[src/rtl/uart_tx_packetizer.sv]
// uart_tx_packetizer: frames SOF, cmd, LEN and payload into TX FIFO pushes, honouring tx_fifo_full.
// Define UART_PKT_CHECKSUM_EN to append a mod-256 checksum byte of CMD, LEN and payload.
module uart_tx_packetizer #(
   parameter int unsigned PAYLOAD_BYTES = 4,
   parameter logic [7:0]  SOF_BYTE      = 8'hAA
) (
   input  logic                       clk,
   input  logic                       reset,
   input  logic                       start,
   input  logic [7:0]                 cmd,
   input  logic [PAYLOAD_BYTES*8-1:0] payload,
   input  logic                       tx_fifo_full,
   output logic                       push,
   output logic [7:0]                 tx_data,
   output logic                       busy,
   output logic                       done
);
   localparam logic [3:0] LAST = 4'(PAYLOAD_BYTES - 1);
   typedef enum logic [2:0] {
      IDLE, SOF, CMD, LEN, PAYLOAD,
`ifdef UART_PKT_CHECKSUM_EN
      CSUM,
`endif
      DONE
   } state_t;
   state_t                     state;
   logic [7:0]                 cmd_q;
   logic [PAYLOAD_BYTES*8-1:0] pl_q;
   logic [3:0]                 idx;
`ifdef UART_PKT_CHECKSUM_EN
   logic [7:0]                 acc;
`endif
   assign push = busy & ~tx_fifo_full;
   // payload register shifts left on each accepted byte, so the top byte is always the next one
   always_comb
      tx_data = state == SOF     ? SOF_BYTE :
                state == CMD     ? cmd_q :
                state == LEN     ? 8'(PAYLOAD_BYTES) :
                state == PAYLOAD ? pl_q[PAYLOAD_BYTES*8-1 -: 8] :
`ifdef UART_PKT_CHECKSUM_EN
                state == CSUM    ? acc :
`endif
                8'h00;
   always_ff @(posedge clk or negedge reset)
      if (!reset) begin
         state <= IDLE;
         cmd_q <= '0;
         pl_q  <= '0;
         idx   <= '0;
         busy  <= 1'b0;
         done  <= 1'b0;
`ifdef UART_PKT_CHECKSUM_EN
         acc   <= '0;
`endif
      end else if (state == IDLE) begin
         if (start) begin
            state <= SOF;
            cmd_q <= cmd;
            pl_q  <= payload;
            idx   <= '0;
            busy  <= 1'b1;
`ifdef UART_PKT_CHECKSUM_EN
            acc   <= '0;
`endif
         end
      end else if (state == DONE) begin
         state <= IDLE;
         done  <= 1'b0;
      end else if (push) begin
`ifdef UART_PKT_CHECKSUM_EN
         if (state inside {CMD, LEN, PAYLOAD}) acc <= acc + tx_data;
`endif
         case (state)
            SOF: state <= CMD;
            CMD: state <= LEN;
            LEN: state <= PAYLOAD;
            PAYLOAD: begin
               pl_q <= pl_q << 8;
               idx  <= idx + 4'd1;
               if (idx == LAST) begin
`ifdef UART_PKT_CHECKSUM_EN
                  state <= CSUM;
`else
                  state <= DONE;
                  busy  <= 1'b0;
                  done  <= 1'b1;
`endif
               end
            end
            default: begin
               state <= DONE;
               busy  <= 1'b0;
               done  <= 1'b1;
            end
         endcase
      end
endmodule

[config.mk]
export PLATFORM = sky130hd
export DESIGN_NAME = uart_tx_packetizer
export DESIGN_NICKNAME = d
export VERILOG_FILES = /design/src/rtl/uart_tx_packetizer.sv
export SDC_FILE = /design/constraint.sdc
export NUM_CORES = 1
export LEC_CHECK = 0
export ABC_AREA = 1
export CORE_MARGIN = 4
export CORE_UTILIZATION = 46
export CTS_CLUSTER_SIZE = 16
export DETAILED_ROUTE_END_ITERATION = 10
export GPL_TIMING_DRIVEN = 0
export PLACE_DENSITY = 0.77
export SLEW_MARGIN = 10
export SYNTH_ARGS = -nofsm -noshare
export SYNTH_HDL_FRONTEND = slang
export SYNTH_SLANG_ARGS = --single-unit
[constraint.sdc]
create_clock -name clk -period 1.4 [get_ports clk]
set_input_delay 0.35 -clock clk [delete_from_list [all_inputs] [get_ports clk]]
set_output_delay 0.35 -clock clk [all_outputs]
set_load 0.02 [all_outputs]
==> run_results.csv, run 1 <==
group,metric,value,unit
outcome,status,"finished, violations left",
outcome,violations,"setup timing",
synthesis,synth_cell_types,20,
setup_path,worstPathMaxFanout,5,
grt,grt.total_usage,18.52,%
setup_path,arrival,1480,ps
timing,timing.final.crit_share,130.8,%
setup_path,required,1050,ps
setup_path,r2r_slack,-180,ps
floorplanning,start_util,48.25,%
synthesis,synth_area_leaders,"dfrtp_1 (49%), nand2_1 (18%), o21ai_2 (9.1%)",
synthesis,ys_warn_count,0,
detailed_routing,wirelength,6126,µm
synthesis,synth_area_per_cell,8.023,µm²
detailed_routing,via_per_inst,4.844,
synthesis,synth_common_cells,"nand2_1 (118), dfrtp_1 (49), inv_1 (40)",
timing,fmax,0.5461,GHz
timing,fin_crit,1831,ps
grt,antenna_found_initial,0,
setup_path,critical_path_class,"reg -> out",
power,p_leak,1.723,nW
power,ir_drop,539.0,µV
synthesis,async_reset_ff_share,100.0,%
setup_path,reg2reg_depth,9,
setup_path,cp-start-kind,"flop",
worst_hold_path,min_path_type,"in -> async",
timing,hold_slack,32.72,ps
setup_path,endpoint,"tx_data[7]",
placement,placed_cells,438,
power,p_per_area,709.3,mW/mm²
timing,fin_ws,-431.1,ps
timing,drv_slew,0,
detailed_routing,vias,2209,
layout,instances_no_fill,456,
layout,nets,430,
floorplanning,die_w,81.89,µm
setup_path,crit_start,"state[0]",
floorplanning,core-area,0.005205,mm²
clock_tree,htree_levels,2,
clock_tree,cts_tree,"done",
grt,grt_pass1_wl,9446,µm
layout,fillers,446,
floorplanning,boundaryPins,55,
job,drv_cap,0,
timing,grt_setup_unrepaired,"yes",
grt,grt_pass1_vias,2084,
layout,antenna_cells,0,
synthesis,synth.top_cell.area_share,48.83,%
synthesis,yosysTopAreaCell,"dfrtp_1",
detailed_routing,routedWlPerCell,13.43,µm
grt,overflow,0,
timing,relSlewSlack,62.50,%
detailed_routing,drc,0,
timing,setup_viol,53,
placement,gp_congestion,0.8751,
synthesis,syn_inst,313,
synthesis,ys_seq_area_share,48.83,%
timing,skew,6.561,ps
detailed_routing,ant_nets,0,
synthesis,syn_nets,358,
timing,tightestPinTransition,562.5,ps
synthesis,synth_edf_count,0,
floorplanning,die_area,0.006705,mm²
clock_tree,clk_latency,300,ps
placement,port_buffers,54,
clock_tree,ctsHoldBuffers,0,
synthesis,syn_area,0.002511,mm²
clock_tree,clk_path_buf_depth,2,
floorplanning,die_h,81.89,µm
clock_tree,clkTransAtPathRegs,90,ps
detailed_routing,dr.pass1.iters,4,
floorplanning,rows,26,
layout,drive_gt1_share,24.61,%
placement,pre_cts_slack,-669.1,ps
detailed_routing,drt_iter0_markers,110,
setup_path,r2r-end,"pl_q[12]",
clock_tree,cts_buffers,5,
synthesis,ys.flop_type,"dfrtp_1",
placement,dp_hpwl,4152,µm
timing,final_hold_viol_count,0,
synthesis,synth_seq_cells,49,
setup_path,r2r_start,"state[0]",
grt,grt_max_degree,27,
setup_path,endpoint_kind,"output pin",
clock_tree,cts_sinks,49,
clock_tree,cts-root-buf,"clkbuf_8",
layout,syn_to_final_growth,38.17,%
synthesis,synth.most_common_cell,"nand2_1",
[metal layers]
| layer | global-route usage (%) | wire length (µm) | part of all wire, % | up-vias |
|---|---|---|---|---|
| met3 | 3.509 | 279 | 4.6 | 9 |
| met1 | 23.34 | 2683 | 44 | 1016 |
| met2 | 31.83 | 3072 | 50 | 58 |
| met5 | 0 | 0 | 0 | - |
| met4 | 6.146 | 91 | 1.5 | 0 |
| li1 | - | - | - | 1126 |
[metrics by stage]
| step | cell area [µm²] | utilization, % | power, mW | TNS (ps) |
|---|---|---|---|---|
| after floorplan | 2541 | - | 1.443 | -167.5 |
| after global placement | 3169 | 60.89 | 1.595 | -90480 |
| after detailed placement | 3184 | 61.18 | 1.600 | -20470 |
| after CTS | 3326 | 63.89 | 2.470 | -15640 |
| after global routing | 3470 | 66.66 | 2.552 | -15130 |
| final | 3470 | 66.66 | 2.461 | -9618 |
[power breakdown]
group / switching, mW / internal, mW / total (mW) / leakage, nW
Combinational: 0.0498 / 0.108 / 0.158 / 1.03
Sequential: 0 / 1.41 / 1.41 / 0.638
Clock: 0.488 / 0.402 / 0.889 / 0.0512
Total: 0.537 / 1.92 / 2.46 / 1.72
[cell families after synthesis]
| family | count (synthesis) | synth area share (%) |
|---|---|---|
| adders and majority gates | 1 | 0.4982 |
| AOI/OAI and AO/OA | 69 | 18.14 |
| buffers and inverters | 54 | 10.01 |
| and+or+nand+nor | 140 | 22.52 |
| DFF | 49 | 48.83 |
[sequential cells by signal (all words and copies together), names as in the netlist, named ones only]
signal,flops
idx,4
cmd_q,8
busy,1
done,1
state,2
pl_q,32
[area by class of cell]
class | count | area, µm² | share of cell area, %
Clock buffer | 6 | 82.58 | 2.380
Clock inverter | 2 | 13.76 | 0.3967
Sequential cell | 49 | 1230 | 35.45
Multi-Input combinational cell | 210 | 1110 | 31.99
Timing Repair Buffer | 65 | 650.6 | 18.75
Inverter | 40 | 162.7 | 4.688
Tap cell | 70 | 87.58 | 2.524
Buffer | 14 | 132.6 | 3.823
[critical path: stages (launching register included)]
cell	delay [ps]
dfrtp_2	430
inv_2	100
nand2_2	80
nor2_4	130
buf_8	130
nand2_1	60
o211ai_1	80
buf_4	170
[timing repair]
item,CTS,global route
pin swaps,2,4
setup buffers,4,3
gates cloned,1,2
gates resized for setup,59,49
setup endpoints to repair,56,59
hold endpoints to repair,0,0
[worst min-delay path by stage]
stage / cells past startpoint / slack [ps] / to
final: 1 / 30 / pl_q[13]
after global routing: 1 / 60 / pl_q[1]
after CTS: 1 / 40 / pl_q[2]
after detailed placement: 1 / 370 / done
after global placement: 2 / 450 / pl_q[2]
after floorplan: 0 / 50 / async pin
[layout by cell type (no fill, tap or decap), types with 2 or more instances in the layout]
| cell | instances |
|---|---|
| buf_12 | 2 |
| buf_2 | 4 |
| buf_4 | 15 |
| buf_6 | 8 |
| buf_8 | 2 |
| clkbuf_2 | 2 |
| clkbuf_8 | 7 |
| clkdlybuf4s50_1 | 41 |
| dfrtp_1 | 46 |
| dfrtp_2 | 3 |
| inv_1 | 36 |
| inv_2 | 3 |
| nand2_1 | 112 |
| nand2_2 | 7 |
| nand3_1 | 7 |
| nand3b_1 | 2 |
| nor2_1 | 3 |
| nor2_2 | 2 |
| nor2_4 | 3 |
| o211ai_1 | 5 |
| o21ai_0 | 15 |
| o21ai_1 | 18 |
| o21ai_2 | 30 |
Note: power is estimated with default switching activity, not from simulation.
==> run 2: changes to the inputs <==
--- a/config.mk
+++ b/config.mk
@@ -6,12 +6,14 @@
 export NUM_CORES = 1
 export LEC_CHECK = 0
 export ABC_AREA = 1
+export CELL_PAD_IN_SITES_DETAIL_PLACEMENT = 2
+export CELL_PAD_IN_SITES_GLOBAL_PLACEMENT = 2
 export CORE_MARGIN = 4
-export CORE_UTILIZATION = 46
+export CORE_UTILIZATION = 26
 export CTS_CLUSTER_SIZE = 16
 export DETAILED_ROUTE_END_ITERATION = 10
 export GPL_TIMING_DRIVEN = 0
-export PLACE_DENSITY = 0.77
+export PLACE_DENSITY_LB_ADDON = 0.1
 export SLEW_MARGIN = 10
 export SYNTH_ARGS = -nofsm -noshare
 export SYNTH_HDL_FRONTEND = slang
==> run 2 against run 1 <==
  * The run still ends with setup timing left
  * Sequential power hardly changed
  * Clock-buffer cell count is 1 higher
  * Non-clock buffer count is 34 higher
  * Combinational power is 9% higher
  * Clock skew is 0.64 ps lower
  * Register-to-register slack worse by 250 ps
  * Sequential share of layout area is 7.1 points lower
  * Via count is 13% higher
  * Critical path depth is 2 lower
  * Sequential cell count stayed put
  * Largest power group unchanged
==> run_results.csv, run 2 (synthesis results as in run 1) <==
group,metric,value,unit
outcome,status,"finished, violations left",
outcome,violations,"setup timing",
clock_tree,htree_levels,2,
detailed_routing,drt_iter0_markers,38,
detailed_routing,dr.pass1.iters,4,
detailed_routing,met2_length,5380,µm
detailed_routing,drc,0,
floorplanning,die_area,0.01129,mm²
clock_tree,cts_sinks,49,
timing,final_hold_viol_count,0,
power,p_per_area,586.8,mW/mm²
placement,placed_cells,497,
job,drv_cap,0,
timing,setup_viol,57,
clock_tree,clk_path_buf_depth,2,
clock_tree,cts-root-buf,"clkbuf_8",
floorplanning,start_util,26.92,%
floorplanning,boundaryPins,55,
floorplanning,die_w,106.3,µm
layout,fillers,1013,
clock_tree,clk_latency,310,ps
layout,nets,465,
power,p_leak,2.067,nW
layout,drive_gt1_share,44.89,%
grt,grt_max_degree,33,
layout,final_core_util,46.47,%
grt,grt_pass1_vias,2764,
detailed_routing,wirelength,10040,µm
layout,final_common_cell,"nand2_1",
setup_path,endpoint_kind,"output pin",
timing,skew,5.919,ps
clock_tree,clkTransAtPathRegs,90,ps
layout,instances_no_fill,550,
layout,largest-register,"pl_q",
layout,largest_reg_flops,32,
detailed_routing,ant_nets,0,
layout,layout_common_cells,"nand2_1 (72), dfrtp_1 (46), o21ai_2 (45), clkdlybuf4s50_1 (41), nand2_2 (36)",
layout,reg_top3,"pl_q (32), cmd_q (8), idx (4)",
clock_tree,cts_tree,"done",
layout,syn_to_final_growth,72.60,%
setup_path,critical_path_class,"reg -> out",
clock_tree,cts_buffers,5,
timing,grt_setup_unrepaired,"yes",
power,ir_drop,319.3,µV
grt,overflow,0,
detailed_routing,vias,2500,
setup_path,worstPathMaxFanout,8,
grt,antenna_found_initial,0,
grt,grt.total_usage,17.68,%
timing,timing.final.crit_share,136.2,%
detailed_routing,met1_length,4277,µm
timing,fin_crit,1907,ps
grt,grt_pass1_wl,15560,µm
layout,antenna_cells,0,
placement,gp_congestion,0.7351,
timing,tightestPinTransition,496.7,ps
detailed_routing,via_per_inst,4.545,
placement,dp_hpwl,5563,µm
setup_path,arrival,1560,ps
floorplanning,die_h,106.3,µm
timing,relSlewSlack,66.89,%
floorplanning,rows,35,
setup_path,cp-start-kind,"flop",
floorplanning,core-area,0.009328,mm²
detailed_routing,met3WireLength,278,µm
detailed_routing,dr.max_layer_used,"met4",
timing,fmax,0.5243,GHz
worst_hold_path,min_path_type,"reg -> reg",
detailed_routing,routedWlPerCell,18.26,µm
timing,fin_ws,-507.2,ps
setup_path,required,1050,ps
timing,drv_slew,0,
placement,port_buffers,54,
[run 2: layout make-up]
cell class | instances | area (µm²) | share of cell area, %
sequential | 49 | 1230 | 28.38
timing repair buffer | 99 | 1084 | 25.00
inverter | 40 | 167.7 | 3.868
tap | 129 | 161.4 | 3.724
multi-input combinational | 211 | 1381 | 31.87
buffer | 14 | 209.0 | 4.821
clock buffer | 7 | 96.34 | 2.223
clock inverter | 1 | 5.005 | 0.1155
[run 2: what timing repair did]
action	CTS	global route
gates resized for setup	169	68
hold buffers	1	0
pin swaps	9	14
endpoints found under the setup margin	60	59
buffers inserted	25	11
hold endpoints to repair	14	0
cloned	10	0
[run 2: critical path, stage by stage, from the launching register on]
cell,delay [ps]
dfrtp_1,440
buf_6,160
nor2_4,140
nand2_4,110
o211ai_1,220
buf_4,180
[run 2: path summary, 6_finish.rpt]
kind	start	endpoint	slack, ps	cells past startpoint
worst max-delay path	flop	tx_data[1]	-510	5
worst min-delay path	pl_q[7]	pl_q[7]	490	2
worst max register to register	state[1]	idx[1]	-430	12
worst min register to register	pl_q[7]	pl_q[7]	490	2
max in group asynchronous	reset	pl_q[12]	300	3
min in group asynchronous	reset	cmd_q[7]	540	2
[run 2: power breakdown]
group          internal [mW]  total [mW]  switching [mW]
Sequential              1.41        1.41               0
Combinational          0.110       0.172          0.0618
Clock                  0.448       0.957           0.509
Total                   1.97        2.54           0.571
[run 2: metal layers]
| metal | track usage [%] | vias up |
|---|---|---|
| li1 | - | 1206 |
| met1 | 22.68 | 1246 |
| met2 | 31.40 | 40 |
| met3 | 2.732 | 8 |
| met4 | 3.608 | 0 |
| met5 | 0 | - |
[run 2: metrics by stage]
stage	setup TNS (ps)	cell area, µm²	hold slack [ps]	setup slack, ps	power (mW)
2_1_floorplan	-167.5	2541	54.41	-49.62	1.443
3_3_place_gp	-110750	3243	455.6	-1965	1.601
3_5_place_dp	-25130	3258	335.8	-792.0	1.605
4_1_cts	-16230	4048	491.4	-465.7	2.568
5_1_grt	-25760	4334	517.0	-555.5	2.649
6_report	-21880	4334	485.0	-507.2	2.543
==> run 3: changes to the inputs <==
--- a/config.mk
+++ b/config.mk
@@ -14,6 +14,7 @@
 export DETAILED_ROUTE_END_ITERATION = 10
 export GPL_TIMING_DRIVEN = 0
 export PLACE_DENSITY_LB_ADDON = 0.1
+export RECOVER_POWER = 25
 export SLEW_MARGIN = 10
 export SYNTH_ARGS = -nofsm -noshare
 export SYNTH_HDL_FRONTEND = slang
==> run 3 against run 2 <==
  * The run still ends with setup timing left
  * Critical path type unchanged
  * Die area unchanged
  * Clock power about the same
  * Global-route usage unchanged
  * Critical path depth stayed put
  * Worst hold slack did not move
  * Sequential power is essentially flat
  * Sequential cell count unchanged
  * Utilization unchanged
  * Register-to-register slack is essentially flat
  * Design area stayed put
  * Total power about the same
  * Clock skew did not move
==> run_results.csv, run 3 (synthesis results as in run 1) <==
group,metric,value,unit
placement,port_buffers,54,
floorplanning,die_area,0.01129,mm²
layout,drive_gt1_share,44.89,%
clock_tree,clk_path_buf_depth,2,
detailed_routing,ant_nets,0,
timing,grt_setup_unrepaired,"yes",
setup_path,critical_path_class,"reg -> out",
timing,skew,5.919,ps
setup_path,r2r_start,"state[1]",
detailed_routing,via_per_inst,4.545,
grt,grt.total_usage,17.68,%
power,pwr-share-seq,55.6,%
setup_path,arrival,1560,ps
setup_path,r2r_slack,-430,ps
setup_path,cp_top_family,"flip-flops",
layout,largest-register,"pl_q",
clock_tree,htree_levels,2,
power,power.switching,0.5709,mW
grt,grt_pass1_vias,2764,
outcome,status,"finished, violations left",
setup_path,crit_slowest_cell,"dfrtp_1",
timing,fin_ws,-507.2,ps
clock_tree,clkTransAtPathRegs,90,ps
job,drv_cap,0,
timing,tns,-21880,ps
timing,tightestPinTransition,555.1,ps
timing,fin_crit,1907,ps
detailed_routing,routedWlPerCell,18.26,µm
setup_path,endpoint_kind,"output pin",
power,p_per_area,586.8,mW/mm²
layout,final_area,0.004334,mm²
setup_path,r2r-end,"idx[1]",
detailed_routing,wirelength,10040,µm
floorplanning,start_util,26.92,%
placement,dp_hpwl,5563,µm
layout,largest_reg_flops,32,
grt,grt_pass1_wl,15560,µm
setup_path,path_cells,"buf_6, nor2_4, nand2_4, o211ai_1, buf_4",
power,power_frac_clock,37.6,%
power,fin_total_pwr,2.543,mW
timing,final_hold_viol_count,0,
power,ir_drop,319.3,µV
detailed_routing,drt_iter0_markers,38,
floorplanning,core-area,0.009328,mm²
floorplanning,rows,35,
setup_path,path_buf_inv,2,
floorplanning,die_h,106.3,µm
timing,fmax,0.5243,GHz
layout,nets,465,
setup_path,worst_path_largest_cell_delay,440,ps
setup_path,endpoint,"tx_data[1]",
layout,final_core_util,46.47,%
grt,overflow,0,
setup_path,reg2reg_depth,12,
layout,layout_common_cells,"nand2_1 (72), dfrtp_1 (46), o21ai_2 (45), clkdlybuf4s50_1 (41), nand2_2 (36)",
floorplanning,die_w,106.3,µm
grt,antenna_found_initial,0,
setup_path,worstPathMaxFanout,8,
clock_tree,cts_tree,"done",
setup_path,path_depth,5,
detailed_routing,dr.pass1.iters,4,
layout,reg_top3,"pl_q (32), cmd_q (8), idx (4)",
timing,timing.final.crit_share,136.2,%
clock_tree,cts_buffers,5,
setup_path,cp-start-kind,"flop",
clock_tree,cts_sinks,49,
layout,instances_no_fill,550,
worst_hold_path,min_path_type,"reg -> reg",
power,p_leak,2.067,nW
outcome,violations,"setup timing",
layout,fillers,1013,
placement,placed_cells,497,
timing,hold_slack,485.0,ps
grt,grt_max_degree,33,
power,p_int,1.973,mW
timing,relSlewSlack,63.00,%
power,pwr-share-comb,6.8,%
layout,antenna_cells,0,
clock_tree,cts-root-buf,"clkbuf_8",
placement,pre_cts_slack,-792.0,ps
clock_tree,clk_latency,310,ps
placement,gp_congestion,0.7351,
setup_path,required,1050,ps
power,netSwitchingFraction,22.45,%
floorplanning,boundaryPins,55,
timing,drv_slew,0,
placement,placed_area,0.003258,mm²
layout,syn_to_final_growth,72.60,%
detailed_routing,vias,2500,
detailed_routing,drc,0,
timing,setup_viol,57,
layout,final_common_cell,"nand2_1",
[run 3: power groups by stage]
stage | clock, mW | combinational (mW) | sequential (mW)
after floorplan | 0 | 0.000499 | 1.44
after global placement | 0 | 0.159 | 1.44
after detailed placement | 0 | 0.163 | 1.44
after CTS | 0.982 | 0.172 | 1.41
after global routing | 1.05 | 0.187 | 1.41
final | 0.957 | 0.172 | 1.41
[run 3: repair_timing]
item,CTS,global route
endpoints found under the hold margin,14,0
resized for setup,169,68
gates cloned,10,0
buffers inserted,25,11
setup endpoints to repair,60,59
pin swaps,9,14
hold buffers,1,0
[run 3: worst min-delay path: stages (launching register included)]
cell     delay [ps]
dfrtp_1         360
nand2_1          50
nand2_1          50
[run 3: layer usage]
metal / share of wire [%] / wire (µm) / vias up / track usage, %
li1: - / - / 1206 / -
met5: 0 / 0 / - / 0
met4: 1.1 / 106 / 0 / 3.608
met3: 2.8 / 278 / 8 / 2.732
met2: 54 / 5380 / 40 / 31.40
met1: 43 / 4277 / 1246 / 22.68
[run 3: layout make-up]
cell class,count,area [µm²],share of cell area [%]
clock inverter,1,5.005,0.1155
multi-input combinational,211,1381,31.87
tap,129,161.4,3.724
inverter,40,167.7,3.868
sequential,49,1230,28.38
clock buffer,7,96.34,2.223
timing repair buffer,99,1084,25.00
buffer,14,209.0,4.821
[run 3: worst min-delay path by stage]
stage	from	endpoint	slack (ps)	cells past startpoint
floorplan	reset	async pin	50	0
global placement	pl_q[0]	pl_q[0]	460	2
detailed placement	reset	cmd_q[3]	340	1
CTS	pl_q[5]	pl_q[5]	490	2
global route	pl_q[19]	pl_q[19]	520	2
finish	pl_q[7]	pl_q[7]	490	2
